[src/rtl/alu_defs_pkg.sv]
// Shared definitions for the ID->EX ALU issue stage: ALU op codes, RV32 major
// opcodes, funct3/funct7 fields and the decoder's result bundle.
package alu_defs_pkg;

  localparam logic [4:0] ALU_ADD    = 5'b00000;
  localparam logic [4:0] ALU_SUB    = 5'b00001;
  localparam logic [4:0] ALU_OR     = 5'b00010;
  localparam logic [4:0] ALU_XOR    = 5'b00011;
  localparam logic [4:0] ALU_AND    = 5'b00100;
  localparam logic [4:0] ALU_SRL    = 5'b00101;
  localparam logic [4:0] ALU_SLL    = 5'b00110;
  localparam logic [4:0] ALU_SRA    = 5'b00111;
  localparam logic [4:0] ALU_MUL    = 5'b01000;
  localparam logic [4:0] ALU_MULH   = 5'b01001;
  localparam logic [4:0] ALU_MULHU  = 5'b01010;
  localparam logic [4:0] ALU_MULHSU = 5'b01011;
  localparam logic [4:0] ALU_DIV    = 5'b01100;
  localparam logic [4:0] ALU_DIVU   = 5'b01101;
  localparam logic [4:0] ALU_REM    = 5'b01110;
  localparam logic [4:0] ALU_REMU   = 5'b01111;
  localparam logic [4:0] ALU_SLT    = 5'b10000;
  localparam logic [4:0] ALU_FWD    = 5'b10001;
  localparam logic [4:0] ALU_SLTU   = 5'b10010;

  localparam logic [6:0] OPC_LOAD   = 7'b0000011;
  localparam logic [6:0] OPC_OP_IMM = 7'b0010011;
  localparam logic [6:0] OPC_AUIPC  = 7'b0010111;
  localparam logic [6:0] OPC_STORE  = 7'b0100011;
  localparam logic [6:0] OPC_OP     = 7'b0110011;
  localparam logic [6:0] OPC_LUI    = 7'b0110111;
  localparam logic [6:0] OPC_BRANCH = 7'b1100011;
  localparam logic [6:0] OPC_JALR   = 7'b1100111;
  localparam logic [6:0] OPC_JAL    = 7'b1101111;

  localparam logic [2:0] F3_ADD_SUB = 3'b000;
  localparam logic [2:0] F3_SLL     = 3'b001;
  localparam logic [2:0] F3_SLT     = 3'b010;
  localparam logic [2:0] F3_SLTU    = 3'b011;
  localparam logic [2:0] F3_XOR     = 3'b100;
  localparam logic [2:0] F3_SR      = 3'b101;
  localparam logic [2:0] F3_OR      = 3'b110;
  localparam logic [2:0] F3_AND     = 3'b111;

  localparam logic [2:0] F3_MUL     = 3'b000;
  localparam logic [2:0] F3_MULH    = 3'b001;
  localparam logic [2:0] F3_MULHSU  = 3'b010;
  localparam logic [2:0] F3_MULHU   = 3'b011;
  localparam logic [2:0] F3_DIV     = 3'b100;
  localparam logic [2:0] F3_DIVU    = 3'b101;
  localparam logic [2:0] F3_REM     = 3'b110;
  localparam logic [2:0] F3_REMU    = 3'b111;

  localparam logic [6:0] F7_BASE    = 7'b0000000;
  localparam logic [6:0] F7_ALT     = 7'b0100000;
  localparam logic [6:0] F7_MEXT    = 7'b0000001;

  typedef enum logic [1:0] {OP1_RS1, OP1_PC, OP1_ZERO} op1_sel_e;
  typedef enum logic       {OP2_RS2, OP2_IMM}          op2_sel_e;
  typedef enum logic       {ST_IDLE, ST_HOLD}          issue_state_e;

  typedef struct packed {
    logic [4:0]  alu_op;
    op1_sel_e    op1_sel;
    op2_sel_e    op2_sel;
    logic [31:0] imm;
    logic        we;
    logic        illegal;
  } dec_t;

  function automatic logic is_div_class(input logic [4:0] op);
    return (op == ALU_DIV) || (op == ALU_DIVU) || (op == ALU_REM) || (op == ALU_REMU);
  endfunction

endpackage

[src/rtl/alu_op_issue_if.sv]
// Issue-stage bus: instruction/operand input handshake toward the decoder and
// the registered ALU triple toward execute.
interface alu_op_issue_if #(
  parameter int XLEN = 32
) ();
  logic            IN_VALID;
  logic            IN_READY;
  logic [31:0]     INSTRUCTION;
  logic [XLEN-1:0] PC;
  logic [XLEN-1:0] RS1_DATA;
  logic [XLEN-1:0] RS2_DATA;
  logic            STALL;
  logic            FLUSH;
  logic [4:0]      ALU_OPCODE;
  logic [XLEN-1:0] DATA1;
  logic [XLEN-1:0] DATA2;
  logic [4:0]      RD_ADDR;
  logic            REG_WRITE_EN;
  logic            OUT_VALID;
  logic            ILLEGAL;

  modport master (
    output IN_VALID, INSTRUCTION, PC, RS1_DATA, RS2_DATA, STALL, FLUSH,
    input  IN_READY, ALU_OPCODE, DATA1, DATA2, RD_ADDR, REG_WRITE_EN, OUT_VALID, ILLEGAL
  );

  modport slave (
    input  IN_VALID, INSTRUCTION, PC, RS1_DATA, RS2_DATA, STALL, FLUSH,
    output IN_READY, ALU_OPCODE, DATA1, DATA2, RD_ADDR, REG_WRITE_EN, OUT_VALID, ILLEGAL
  );
endinterface

[src/rtl/alu_op_decode.sv]
// Combinational RV32IM decoder: instruction word -> ALU op, operand selects,
// sign-extended immediate, register-write enable and illegal flag.
module alu_op_decode
  import alu_defs_pkg::*;
(
  input  logic [31:0] instr,
  output dec_t        dec
);

  logic [6:0] opcode;
  logic [2:0] funct3;
  logic [6:0] funct7;
  logic [4:0] rd;
  logic       writes_rd;

  logic signed [31:0] i_imm;
  logic signed [31:0] s_imm;
  logic        [31:0] u_imm;
  logic        [31:0] shamt;

  assign opcode = instr[6:0];
  assign funct3 = instr[14:12];
  assign funct7 = instr[31:25];
  assign rd     = instr[11:7];

  assign i_imm  = {{20{instr[31]}}, instr[31:20]};
  assign s_imm  = {{20{instr[31]}}, instr[31:25], instr[11:7]};
  assign u_imm  = {instr[31:12], 12'b0};
  assign shamt  = {27'b0, instr[24:20]};

  always_comb begin
    dec         = '0;
    dec.alu_op  = ALU_ADD;
    dec.op1_sel = OP1_RS1;
    dec.op2_sel = OP2_RS2;
    writes_rd   = 1'b0;

    case (opcode)
      OPC_OP: begin
        writes_rd = 1'b1;
        case (funct7)
          F7_BASE: begin
            case (funct3)
              F3_ADD_SUB: dec.alu_op = ALU_ADD;
              F3_SLL:     dec.alu_op = ALU_SLL;
              F3_SLT:     dec.alu_op = ALU_SLT;
              F3_SLTU:    dec.alu_op = ALU_SLTU;
              F3_XOR:     dec.alu_op = ALU_XOR;
              F3_SR:      dec.alu_op = ALU_SRL;
              F3_OR:      dec.alu_op = ALU_OR;
              default:    dec.alu_op = ALU_AND;
            endcase
          end
          F7_ALT: begin
            case (funct3)
              F3_ADD_SUB: dec.alu_op  = ALU_SUB;
              F3_SR:      dec.alu_op  = ALU_SRA;
              default:    dec.illegal = 1'b1;
            endcase
          end
          F7_MEXT: begin
            case (funct3)
              F3_MUL:    dec.alu_op = ALU_MUL;
              F3_MULH:   dec.alu_op = ALU_MULH;
              F3_MULHSU: dec.alu_op = ALU_MULHSU;
              F3_MULHU:  dec.alu_op = ALU_MULHU;
              F3_DIV:    dec.alu_op = ALU_DIV;
              F3_DIVU:   dec.alu_op = ALU_DIVU;
              F3_REM:    dec.alu_op = ALU_REM;
              default:   dec.alu_op = ALU_REMU;
            endcase
          end
          default: dec.illegal = 1'b1;
        endcase
      end

      OPC_OP_IMM: begin
        writes_rd   = 1'b1;
        dec.op2_sel = OP2_IMM;
        dec.imm     = i_imm;
        case (funct3)
          F3_ADD_SUB: dec.alu_op = ALU_ADD;
          F3_SLT:     dec.alu_op = ALU_SLT;
          F3_SLTU:    dec.alu_op = ALU_SLTU;
          F3_XOR:     dec.alu_op = ALU_XOR;
          F3_OR:      dec.alu_op = ALU_OR;
          F3_AND:     dec.alu_op = ALU_AND;
          F3_SLL: begin
            dec.alu_op  = ALU_SLL;
            dec.imm     = shamt;
            dec.illegal = (funct7 != F7_BASE);
          end
          default: begin
            // imm[10] (instr[30]) picks arithmetic vs logical right shift
            dec.alu_op  = instr[30] ? ALU_SRA : ALU_SRL;
            dec.imm     = shamt;
            dec.illegal = ({instr[31], instr[29:25]} != 6'b0);
          end
        endcase
      end

      OPC_LUI: begin
        writes_rd   = 1'b1;
        dec.alu_op  = ALU_FWD;
        dec.op1_sel = OP1_ZERO;
        dec.op2_sel = OP2_IMM;
        dec.imm     = u_imm;
      end

      OPC_AUIPC: begin
        writes_rd   = 1'b1;
        dec.op1_sel = OP1_PC;
        dec.op2_sel = OP2_IMM;
        dec.imm     = u_imm;
      end

      OPC_LOAD: begin
        writes_rd   = 1'b1;
        dec.op2_sel = OP2_IMM;
        dec.imm     = i_imm;
        dec.illegal = !(funct3 inside {3'b000, 3'b001, 3'b010, 3'b100, 3'b101});
      end

      OPC_STORE: begin
        dec.op2_sel = OP2_IMM;
        dec.imm     = s_imm;
        dec.illegal = !(funct3 inside {3'b000, 3'b001, 3'b010});
      end

      OPC_BRANCH: begin
        dec.alu_op  = ALU_SUB;
        dec.illegal = (funct3 == 3'b010) || (funct3 == 3'b011);
      end

      OPC_JAL, OPC_JALR: begin
        // Link value PC+4; target arithmetic lives in the branch unit
        writes_rd   = 1'b1;
        dec.op1_sel = OP1_PC;
        dec.op2_sel = OP2_IMM;
        dec.imm     = 32'd4;
        dec.illegal = (opcode == OPC_JALR) && (funct3 != 3'b000);
      end

      default: dec.illegal = 1'b1;
    endcase

    dec.we = writes_rd && (rd != 5'd0) && !dec.illegal;
  end

endmodule

[src/rtl/alu_op_issue.sv]
// ID->EX issue stage: decodes, selects ALU operands and registers them, holding
// divide-class ops for DIV_HOLD cycles to cover the divider's multi-cycle path.
module alu_op_issue
  import alu_defs_pkg::*;
#(
  parameter int DIV_HOLD = 4,
  parameter int XLEN     = 32
) (
  input logic           CLK,
  input logic           RESET,
  alu_op_issue_if.slave bus
);

  localparam int              CNT_W    = $clog2(DIV_HOLD + 1);
  localparam logic [CNT_W-1:0] CNT_LOAD = CNT_W'(DIV_HOLD - 1);

  dec_t               dec;
  logic signed [31:0] imm_s;
  logic [XLEN-1:0]    imm_x;
  logic [XLEN-1:0]    op1;
  logic [XLEN-1:0]    op2;
  logic               in_ready;
  logic               accept;

  issue_state_e       state_q,     state_d;
  logic [CNT_W-1:0]   cnt_q,       cnt_d;
  logic [4:0]         alu_op_q,    alu_op_d;
  logic [XLEN-1:0]    data1_q,     data1_d;
  logic [XLEN-1:0]    data2_q,     data2_d;
  logic [4:0]         rd_q,        rd_d;
  logic               we_q,        we_d;
  logic               out_valid_q, out_valid_d;
  logic               illegal_q,   illegal_d;

  alu_op_decode u_decode (
    .instr (bus.INSTRUCTION),
    .dec   (dec)
  );

  assign imm_s = dec.imm;
  assign imm_x = XLEN'(imm_s);

  always_comb begin
    op1 = bus.RS1_DATA;
    case (dec.op1_sel)
      OP1_PC:   op1 = bus.PC;
      OP1_ZERO: op1 = '0;
      default:  op1 = bus.RS1_DATA;
    endcase
    op2 = (dec.op2_sel == OP2_IMM) ? imm_x : bus.RS2_DATA;
  end

  assign in_ready = (state_q == ST_IDLE) && !bus.STALL;
  assign accept   = bus.IN_VALID && in_ready && !bus.FLUSH;

  always_comb begin
    state_d     = state_q;
    cnt_d       = cnt_q;
    alu_op_d    = alu_op_q;
    data1_d     = data1_q;
    data2_d     = data2_q;
    rd_d        = rd_q;
    we_d        = we_q;
    out_valid_d = out_valid_q;
    illegal_d   = illegal_q;

    if (bus.FLUSH) begin
      out_valid_d = 1'b0;
      we_d        = 1'b0;
      illegal_d   = 1'b0;
      state_d     = ST_IDLE;
      cnt_d       = '0;
    end else if (!bus.STALL) begin
      case (state_q)
        ST_IDLE: begin
          illegal_d   = 1'b0;
          out_valid_d = 1'b0;
          we_d        = 1'b0;
          if (accept) begin
            if (dec.illegal) begin
              illegal_d = 1'b1;
            end else begin
              alu_op_d    = dec.alu_op;
              data1_d     = op1;
              data2_d     = op2;
              rd_d        = bus.INSTRUCTION[11:7];
              we_d        = dec.we;
              out_valid_d = 1'b1;
              if (is_div_class(dec.alu_op)) begin
                state_d = ST_HOLD;
                cnt_d   = CNT_LOAD;
              end
            end
          end
        end
        default: begin
          // Divide result is consumed on the edge that leaves HOLD
          if (cnt_q == '0) begin
            out_valid_d = 1'b0;
            we_d        = 1'b0;
            state_d     = ST_IDLE;
          end else begin
            cnt_d = cnt_q - CNT_W'(1);
          end
        end
      endcase
    end
  end

  always_ff @(posedge CLK) begin
    if (RESET) begin
      state_q     <= ST_IDLE;
      cnt_q       <= '0;
      alu_op_q    <= ALU_ADD;
      data1_q     <= '0;
      data2_q     <= '0;
      rd_q        <= '0;
      we_q        <= 1'b0;
      out_valid_q <= 1'b0;
      illegal_q   <= 1'b0;
    end else begin
      state_q     <= state_d;
      cnt_q       <= cnt_d;
      alu_op_q    <= alu_op_d;
      data1_q     <= data1_d;
      data2_q     <= data2_d;
      rd_q        <= rd_d;
      we_q        <= we_d;
      out_valid_q <= out_valid_d;
      illegal_q   <= illegal_d;
    end
  end

  assign bus.IN_READY     = in_ready;
  assign bus.ALU_OPCODE   = alu_op_q;
  assign bus.DATA1        = data1_q;
  assign bus.DATA2        = data2_q;
  assign bus.RD_ADDR      = rd_q;
  assign bus.REG_WRITE_EN = we_q;
  assign bus.OUT_VALID    = out_valid_q;
  assign bus.ILLEGAL      = illegal_q;

endmodule

[src/flat_wrapper.sv]
// flat-port wrapper written by rule: the top's interface ports become plain ports
module alu_op_issue_flat import alu_defs_pkg::*;
#(
  parameter int DIV_HOLD = 4,
  parameter int XLEN     = 32
)
  (CLK, RESET, bus_IN_VALID, bus_INSTRUCTION, bus_PC, bus_RS1_DATA, bus_RS2_DATA, bus_STALL, bus_FLUSH, bus_IN_READY, bus_ALU_OPCODE, bus_DATA1, bus_DATA2, bus_RD_ADDR, bus_REG_WRITE_EN, bus_OUT_VALID, bus_ILLEGAL);
  alu_op_issue_if #(.XLEN(XLEN)) bus_i ();
  input logic CLK;
  input logic RESET;
  input wire logic [$bits(bus_i.IN_VALID)-1:0] bus_IN_VALID;
  input wire logic [$bits(bus_i.INSTRUCTION)-1:0] bus_INSTRUCTION;
  input wire logic [$bits(bus_i.PC)-1:0] bus_PC;
  input wire logic [$bits(bus_i.RS1_DATA)-1:0] bus_RS1_DATA;
  input wire logic [$bits(bus_i.RS2_DATA)-1:0] bus_RS2_DATA;
  input wire logic [$bits(bus_i.STALL)-1:0] bus_STALL;
  input wire logic [$bits(bus_i.FLUSH)-1:0] bus_FLUSH;
  output wire logic [$bits(bus_i.IN_READY)-1:0] bus_IN_READY;
  output wire logic [$bits(bus_i.ALU_OPCODE)-1:0] bus_ALU_OPCODE;
  output wire logic [$bits(bus_i.DATA1)-1:0] bus_DATA1;
  output wire logic [$bits(bus_i.DATA2)-1:0] bus_DATA2;
  output wire logic [$bits(bus_i.RD_ADDR)-1:0] bus_RD_ADDR;
  output wire logic [$bits(bus_i.REG_WRITE_EN)-1:0] bus_REG_WRITE_EN;
  output wire logic [$bits(bus_i.OUT_VALID)-1:0] bus_OUT_VALID;
  output wire logic [$bits(bus_i.ILLEGAL)-1:0] bus_ILLEGAL;
  assign bus_i.IN_VALID = bus_IN_VALID;
  assign bus_i.INSTRUCTION = bus_INSTRUCTION;
  assign bus_i.PC = bus_PC;
  assign bus_i.RS1_DATA = bus_RS1_DATA;
  assign bus_i.RS2_DATA = bus_RS2_DATA;
  assign bus_i.STALL = bus_STALL;
  assign bus_i.FLUSH = bus_FLUSH;
  assign bus_IN_READY = bus_i.IN_READY;
  assign bus_ALU_OPCODE = bus_i.ALU_OPCODE;
  assign bus_DATA1 = bus_i.DATA1;
  assign bus_DATA2 = bus_i.DATA2;
  assign bus_RD_ADDR = bus_i.RD_ADDR;
  assign bus_REG_WRITE_EN = bus_i.REG_WRITE_EN;
  assign bus_OUT_VALID = bus_i.OUT_VALID;
  assign bus_ILLEGAL = bus_i.ILLEGAL;
  alu_op_issue #(.DIV_HOLD(DIV_HOLD), .XLEN(XLEN)) u_core (.CLK(CLK), .RESET(RESET), .bus(bus_i));
endmodule
[config.mk]
export PLATFORM = sky130hd
export DESIGN_NAME = alu_op_issue_flat
export DESIGN_NICKNAME = d
export VERILOG_FILES = /design/src/rtl/alu_defs_pkg.sv /design/src/rtl/alu_op_issue_if.sv /design/src/rtl/alu_op_decode.sv /design/src/rtl/alu_op_issue.sv /design/src/flat_wrapper.sv
export SDC_FILE = /design/constraint.sdc
export NUM_CORES = 1
export LEC_CHECK = 0
export CAP_MARGIN = 5
export CORE_MARGIN = 2
export CORE_UTILIZATION = 42
export CTS_BUF_LIST = sky130_fd_sc_hd__clkbuf_4 sky130_fd_sc_hd__clkbuf_8
export DETAILED_ROUTE_END_ITERATION = 6
export PLACE_DENSITY = 0.81
export SLEW_MARGIN = 0
export SYNTH_ARGS = -nofsm -noshare
export SYNTH_HDL_FRONTEND = slang
export SYNTH_SLANG_ARGS = --single-unit
[constraint.sdc]
create_clock -name CLK -period 7.95 [get_ports CLK]
set_clock_uncertainty 0.2 [all_clocks]
set_input_delay 0.795 -clock CLK [delete_from_list [all_inputs] [get_ports CLK]]
set_output_delay 0.795 -clock CLK [all_outputs]
set_load 0.1 [all_outputs]
==> results of run 1 <==
-- cells in the mapped netlist, types with 5 or more instances --
cell / instances / share of area
buf_6: 5 / 0.011
mux2i_1: 40 / 0.077
nand2_1: 77 / 0.055
nor2_1: 45 / 0.032
o31ai_1: 29 / 0.042
dfxtp_1: 81 / 0.31
o21ai_0: 34 / 0.033
a22oi_1: 31 / 0.045
inv_1: 15 / 0.011
a21oi_1: 12 / 0.012
nor3_1: 6 / 0.0058
clkbuf_1: 50 / 0.036
mux2_4: 34 / 0.098
nor3b_1: 33 / 0.048
a32o_1: 12 / 0.023
nor2b_1: 37 / 0.044
a2bb2oi_1: 5 / 0.0084
-- stage by stage --
stage,hold WS (ps),area [um2],std cells,utilization
6_report,265,7490,957,0.621
5_1_grt,291,7490,957,0.621
4_1_cts,264,7490,957,0.621
3_5_place_dp,253,7300,941,0.605
3_3_place_gp,248,7300,941,0.605
2_1_floorplan,286,5210,618,-
-- cells by family (layout without fill, tap and decap cells) --
logic type,after synthesis,after routing,share of synthesized area
xor+xnor,1,1,0.00168
mux,74,74,0.175
buf+inv,75,246,0.0622
simple gates,234,234,0.237
fa+ha+maj,3,3,0.00721
flops,81,81,0.311
compound gates,150,150,0.206
-- critical path, stage by stage --
cell and delay (ps):
clkdlybuf4s50_1 800, nor3b_2 940, nand2_1 420, o21ai_0 390, ha_1 720, nor2b_2 1180, a22oi_1 190, nor2_1 190
mux2_4 160
-- worst paths after layout --
| kind | end | slack, ps | cells after the start | from |
|---|---|---|---|---|
| hold reg to reg | u_core.bus.DATA2[8] | 260 | 2 | u_core.bus.DATA2[8] |
| hold / removal | u_core.bus.DATA2[8] | 260 | 2 | u_core.bus.DATA2[8] |
| setup reg to reg | u_core.bus.DATA1[4] | 4870 | 5 | u_core.state_q |
| setup / recovery | u_core.bus.DATA1[8] | 2260 | 9 | bus_INSTRUCTION[4] |
-- report_power, final --
group          total, W  internal, W  leakage [nW]  switching [W]
Sequential     0.000410     0.000409         0.653     0.00000157
Combinational  0.000209     0.000103          2.33       0.000106
Clock          0.000302     0.000144        0.0995       0.000158
-- per-layer routing --
metal | track usage | routed length, um | vias to the layer above
met5 | 0 | 0 | -
met4 | 0.112 | 574 | 0
met3 | 0.0337 | 1070 | 42
met2 | 0.398 | 8160 | 236
met1 | 0.322 | 7180 | 2527
li1 | - | - | 2558
-- cell type report --
type,instances,area share
well taps,168,0.0281
multi-input cells,462,0.438
clock inverters,3,0.00284
inverters,16,0.00801
flip-flops and latches,81,0.216
clock buffers,13,0.0230
repair buffers,214,0.284
-- sequential cells by signal, indices dropped and copies added, names as in the netlist, 3 cells and up --
signal / count
u_core.bus.RD_ADDR: 5
u_core.cnt_q: 3
u_core.bus.DATA2: 32
u_core.bus.DATA1: 32
u_core.bus.ALU_OPCODE: 5
==> out/results.tsv, run 1 <==
stage	metric	value	unit
pwr	Leakage Power	3.08	nW
clock_network	Post-CTS Resized	0	
floorplanning	die area	0.0133	mm2
global_route	Congestion Overflow GR	0	
logic_synthesis	mapped cell area	0.00521	mm2
job	max-cap violations	0	
cells_and_area	Sequential Area	0.00162	mm2
cells_and_area	most frequent cells in the layout	clkdlybuf4s50_1 (209), dfxtp_1 (81), nand2_1 (77), nor2_1 (45), mux2i_1 (40)	
logic_synthesis	Synth warnings	0	
placement	dpl ws	2020	ps
logic_synthesis	library cells used by synthesis	57	
clock_network	Root Buffer	clkbuf_8	
route	First-pass DRT Iterations	7	
global_route	initial antenna violation count	0	
timing	Slew Limit Fails	0	
global_route	vias in the first global route	5140	
pwr	Overall Power	0.000921	W
clock_network	Post-CTS Hold Fix Bufs	0	
logic_synthesis	Post-Synthesis Net Count	754	
logic_synthesis	Seq/Total Area, Yosys	0.311	
pwr	IR drop worst, VDD	0.0693	mV
timing	setup repair after global routing missed its margin	false	
placement	gpl congestion	0.876	
setup_path	Worst EP required	8060	ps
cells_and_area	final net count	920	
route	routed wire length	17000	um
outcome	outcome	finished clean	
floorplanning	Initial Util	0.432	
floorplanning	die width	115	um
global_route	first-pass GRT wire length	25900	um
timing	Worst Tran Pin Value	1290	ps
placement	post-detail-place hpwl	12200	um
timing	min Tclk post-route	5690	ps
timing	Tcrit/Tclk final	0.716	
clock_network	Post-CTS Setup Inserts	0	
cells_and_area	commonest non-fill, non-tap cell in the layout	clkdlybuf4s50_1	
setup_path	Max FO, Critical Path	34	
timing	Slew Limit Headroom	0.138	
setup_path	CP Launch Type	input port	
clock_network	clock latency on the worst-skew pair	350	ps
logic_synthesis	top_reg_cell synth	dfxtp_1	
cells_and_area	n_diodes	0	
logic_synthesis	Synth Area per Inst	8.43	um2
floorplanning	Core ar.	0.0121	mm2
cells_and_area	fraction of layout cells with a size suffix above 1	0.0875	
worst_hold_path	worst hold path type	flip-flop to flip-flop	
clock_network	Num CTS Buffers	9	
logic_synthesis	Post-synth EDFFs	0	
cells_and_area	synth-to-layout area growth	43.8	%
timing	setup TNS	0	ps
clock_network	clk sinks	81	
route	vias	5363	
route	post-DR wirelength/cell	17.8	um
route	via/cell ratio	5.60	
clock_network	H-tree levels	3	
logic_synthesis	number of synthesized register bits	81	
pwr	pwr/cell area	123	mW/mm2
setup_path	CP Capture Type	flip-flop	
timing	fmax	176	MHz
floorplanning	Ports	211	
floorplanning	Die H	115	um
floorplanning	num rows	40	
setup_path	CP Class	input port to flip-flop	
setup_path	critical path arrival	5800	ps
timing	Setup-failing EPs final	0	
global_route	GR Util All Layers	0.245	
route	DR iter-0 viols	507	
placement	input/output buffers	210	
route	DRC viols	0	
clock_network	CTS tree	built	
logic_synthesis	Async SR Flop Fraction	0	
global_route	largest net degree at the start of global routing	80	
timing	Hold Violations, Final	0	
route	ANT nets after route	0	
cells_and_area	filler cell count	1022	
logic_synthesis	Cells after Synth	618	
timing	slack of the critical path	2260	ps
clock_network	Longest Clk Path Bufs	2	
clock_network	Clock transition at path regs	90	ps
cells_and_area	Multi-input gate area	0.00328	mm2
Power figures use the tool's default switching activity.
==> run 2: changes to the inputs <==
- clock period: 7.95 -> 5.7 ns (I/O delays scaled with it)
==> run 2 against run 1 <==
Combinational power grew 41%. Sequential power grew 40%. Die area is the same. Total power grew 43%. Critical path depth grew 3. First-iteration DRC count grew 11%. Routed wire length grew 1.1%. Final cell count grew 0.73%. Register-to-register slack lost 1900 ps. Via count grew 1.8%. Largest power group unchanged.
==> out/results.tsv, run 2 (synthesis results as in run 1) <==
stage	metric	value	unit
timing	min Tclk post-route	3910	ps
cells_and_area	synth-to-layout area growth	45.3	%
cells_and_area	final net count	927	
placement	post-detail-place hpwl	12500	um
clock_network	Post-CTS Hold Fix Bufs	0	
timing	Slew Limit Headroom	0.306	
route	via/cell ratio	5.66	
cells_and_area	filler cell count	1035	
cells_and_area	Sequential Area	0.00162	mm2
route	ANT nets after route	0	
cells_and_area	n_diodes	0	
setup_path	Max FO, Critical Path	34	
route	post-DR wirelength/cell	17.8	um
timing	Tcrit/Tclk final	0.686	
pwr	Leakage Power	3.13	nW
worst_hold_path	Hold Path Stages	2	
route	DR iter-0 viols	563	
cells_and_area	Multi-input gate area	0.00328	mm2
timing	setup repair after global routing missed its margin	false	
setup_path	CP Class	input port to flip-flop	
route	DRC viols	0	
global_route	largest net degree at the start of global routing	72	
floorplanning	die area	0.0133	mm2
clock_network	Clock transition at path regs	90	ps
floorplanning	die width	115	um
cells_and_area	fraction of layout cells with a size suffix above 1	0.0955	
global_route	first-pass GRT wire length	26100	um
pwr	IR drop worst, VDD	0.114	mV
cells_and_area	commonest non-fill, non-tap cell in the layout	clkdlybuf4s50_1	
global_route	Congestion Overflow GR	0	
clock_network	Root Buffer	clkbuf_8	
clock_network	Post-CTS Setup Inserts	0	
floorplanning	Die H	115	um
clock_network	Post-CTS Resized	0	
setup_path	CP Capture Type	flip-flop	
clock_network	Num CTS Buffers	9	
clock_network	CTS tree	built	
floorplanning	Initial Util	0.432	
clock_network	Longest Clk Path Bufs	2	
outcome	outcome	finished clean	
placement	input/output buffers	210	
setup_path	critical path arrival	3970	ps
setup_path	CP Launch Type	input port	
floorplanning	num rows	40	
route	vias	5457	
setup_path	worst reg-to-reg path cell count	5	
global_route	GR Util All Layers	0.246	
placement	gpl congestion	0.918	
cells_and_area	post-route cell area	0.00757	mm2
placement	placed instance area	0.00736	mm2
timing	Setup-failing EPs final	0	
pwr	pwr/cell area	174	mW/mm2
timing	Worst Tran Pin Value	1040	ps
clock_network	clock latency on the worst-skew pair	360	ps
timing	Slew Limit Fails	0	
worst_hold_path	worst hold path type	flip-flop to flip-flop	
job	max-cap violations	0	
global_route	vias in the first global route	5207	
floorplanning	Ports	211	
cells_and_area	most frequent cells in the layout	clkdlybuf4s50_1 (209), dfxtp_1 (81), nand2_1 (77), nor2_1 (45), mux2i_1 (40)	
setup_path	Worst EP required	5750	ps
route	First-pass DRT Iterations	6	
clock_network	clk sinks	81	
timing	Hold Violations, Final	0	
global_route	initial antenna violation count	0	
route	routed wire length	17200	um
clock_network	H-tree levels	3	
timing	setup TNS	0	ps
floorplanning	Core ar.	0.0121	mm2
timing	fmax	256	MHz
run 2: cell count changes in the layout (fill, tap and decap cells not counted), sizes merged:
cell    change
buf         +7
clkbuf      -1
bufinv      +1
run 2: path summary, 6_finish.rpt:
kind                            slack (ps)                    to                start
worst max register to register        2950   u_core.bus.DATA1[1]       u_core.state_q
worst min register to register         260   u_core.bus.DATA2[3]  u_core.bus.DATA2[3]
worst min-delay path                   260   u_core.bus.DATA2[3]  u_core.bus.DATA2[3]
worst max-delay path                  1790  u_core.bus.DATA1[18]   bus_INSTRUCTION[4]
run 2: layout make-up:
cell class              count  area share
multi-input cells         462       0.433
repair buffers            221       0.290
flip-flops and latches     81       0.214
well taps                 168      0.0278
clock buffers              12      0.0202
inverters                  16     0.00794
clock inverters             4     0.00678
run 2: power breakdown:
group | switching, W | leakage [nW] | internal [W]
sequential | 0.00000231 | 0.653 | 0.000570
combinational | 0.000150 | 2.37 | 0.000144
clock | 0.000225 | 0.104 | 0.000226
run 2: through the flow:
stage                     hold WS [ps]  setup WS [ps]  std cells  total power (W)  utilization
final                              261           1790        964          0.00132        0.627
after global routing               293           1550        964          0.00137        0.627
after CTS                          265           1830        964          0.00132        0.627
after detailed placement           250           1440        948         0.000874        0.611
after global placement             247           1570        948         0.000868        0.611
after floorplan                    286           2810        618         0.000739            -
run 2: worst max-delay path, stage by stage:
cell and delay (ps):
clkdlybuf4s50_1 820, nor3b_2 400, buf_4 260, nand2_1 220, o21ai_0 300, ha_1 180
buf_4 340, nor2b_2 70, buf_4 250, a22oi_1 190, nor2_1 60, mux2_4 290
run 2: layer usage:
layer	wire (um)	share of wire	vias up	global-route usage
met2	8260	0.48	235	0.402
met3	1090	0.064	43	0.0448
met4	552	0.032	0	0.112
li1	-	-	2570	-
met1	7270	0.42	2609	0.315
met5	0	0	-	0
==> edit (flow settings as in run 2) <==
Take the reset off `data2_q` and load it in a clocked block of its own.
--- a/src/rtl/alu_op_issue.sv
+++ b/src/rtl/alu_op_issue.sv
@@ -113,7 +113,6 @@
       cnt_q       <= '0;
       alu_op_q    <= ALU_ADD;
       data1_q     <= '0;
-      data2_q     <= '0;
       rd_q        <= '0;
       we_q        <= 1'b0;
       out_valid_q <= 1'b0;
@@ -123,12 +122,15 @@
       cnt_q       <= cnt_d;
       alu_op_q    <= alu_op_d;
       data1_q     <= data1_d;
-      data2_q     <= data2_d;
       rd_q        <= rd_d;
       we_q        <= we_d;
       out_valid_q <= out_valid_d;
       illegal_q   <= illegal_d;
     end
+  end
+
+  always_ff @(posedge CLK) begin
+    data2_q <= data2_d;
   end
 
   assign bus.IN_READY     = in_ready;
Formal check against the unedited RTL: not equivalent (a bounded check fails within 4 cycles, from zero or initial values and one cycle with RESET high).
==> edit against run 2 <==
  * Final area down 13%
  * Largest cell class is now non-clock buffers
  * Critical endpoint is now u_core.bus.DATA1[8]$_SDFFE_PP0P_
  * Core utilization up 2.5 points
  * Sequential cell count unchanged
  * Routed wire length down 17%
  * Power down 7.3%
  * Largest power group unchanged
  * Sequential power up 6.3%
  * Area after synthesis down 17%
  * Setup slack worse by 0.21 ns
==> edit: results (changes against run 2) <==
[setup_path]
cp-endpoint = u_core.bus.DATA1[8]$_SDFFE_PP0P_
rrSetupSlack_ns = 3.26  ; +0.31 ns
crit_family = simple AND/OR/NAND/NOR gates
cp_slowest_cell = nor2b_2
r2r_end = u_core.bus.RD_ADDR[3]$_SDFFE_PP0P_
arrival_ns = 4.20  ; +0.23 ns

[cells_and_area]
clock_area_share_pct = 2.684  ; -0.011 points
num-nonclk-inverters = 10  ; -6
fillCellCount = 832  ; -20%
buf_share_pct = 32.77  ; +3.8 points
nMultiInputCombCells = 359  ; -22%
drive_gt1_share_pct = 4.964  ; -4.6 points
multi_input_area_um2 = 2123  ; -35%
buffers = 219  ; -0.90%

[hold_path]
worst_hold_startpoint = u_core.bus.ILLEGAL$_SDFFE_PP0P_

[grt]
grt_pass1_vias = 4484  ; -14%
met2_usage_pct = 42.58  ; +2.4 points
grt_pass1_wl_um = 22540  ; -14%
gr-usage-met1_pct = 30.45  ; -1.0 points
grt_util_met3_pct = 7.050  ; +2.6 points
grt_start_max_net_pins = 45  ; -38%
grt.total_usage_pct = 25.20  ; +0.62 points

[synthesis]
synthTopCellsByCount = a21oi_1 (75), dfxtp_1 (49), nand3_1 (46)
yosysSeqAreaShare_pct = 44.88  ; +14 points
synthMuxAreaShare_pct = 0.4627  ; -17 points
syn_nets = 636  ; -16%
synthTopCellsByArea = dfxtp_1 (23%), edfxtp_1 (22%), a21oi_1 (8.7%)
netlist_area_um2 = 4327  ; -17%
synth.distinct_cells = 54  ; -5.3%

[detailed_routing]
vias = 4680  ; -14%

[place]
dp_slack_ns = 1.231  ; -0.2047 ns
dpl.cell_count = 805  ; -15%

[timing]
fmaxAchievable_mhz = 242.9  ; -5.0%
whs_ns = 0.2776  ; +0.01630 ns

[status]
status = finished clean

==> edit: changes by cell type in the layout (fill, tap and decap cells not counted), moves of 34 or more <==
cell / run 2 / this run
a22o_1: 1 / 37
mux2_4: 34 / 0
a21oi_1: 12 / 75
mux2i_1: 40 / 2
nand2_1: 77 / 42
nand3_1: 4 / 46
==> edit: where the power goes <==
part	leakage [nW]	internal (mW)	switching (mW)
Combinational	1.42	0.120	0.105
Clock	0.0839	0.161	0.227
Sequential	0.682	0.606	0.00152
Total	2.18	0.887	0.334
==> edit: cells by family (layout without fill, tap and decap cells) <==
| family | after synthesis | in the layout |
|---|---|---|
| compound gates | 190 | 190 |
| xor+xnor | 1 | 1 |
| fa+ha+maj | 3 | 3 |
| buf+inv | 60 | 245 |
| flops | 81 | 81 |
| mux | 2 | 2 |
| simple gates | 163 | 163 |
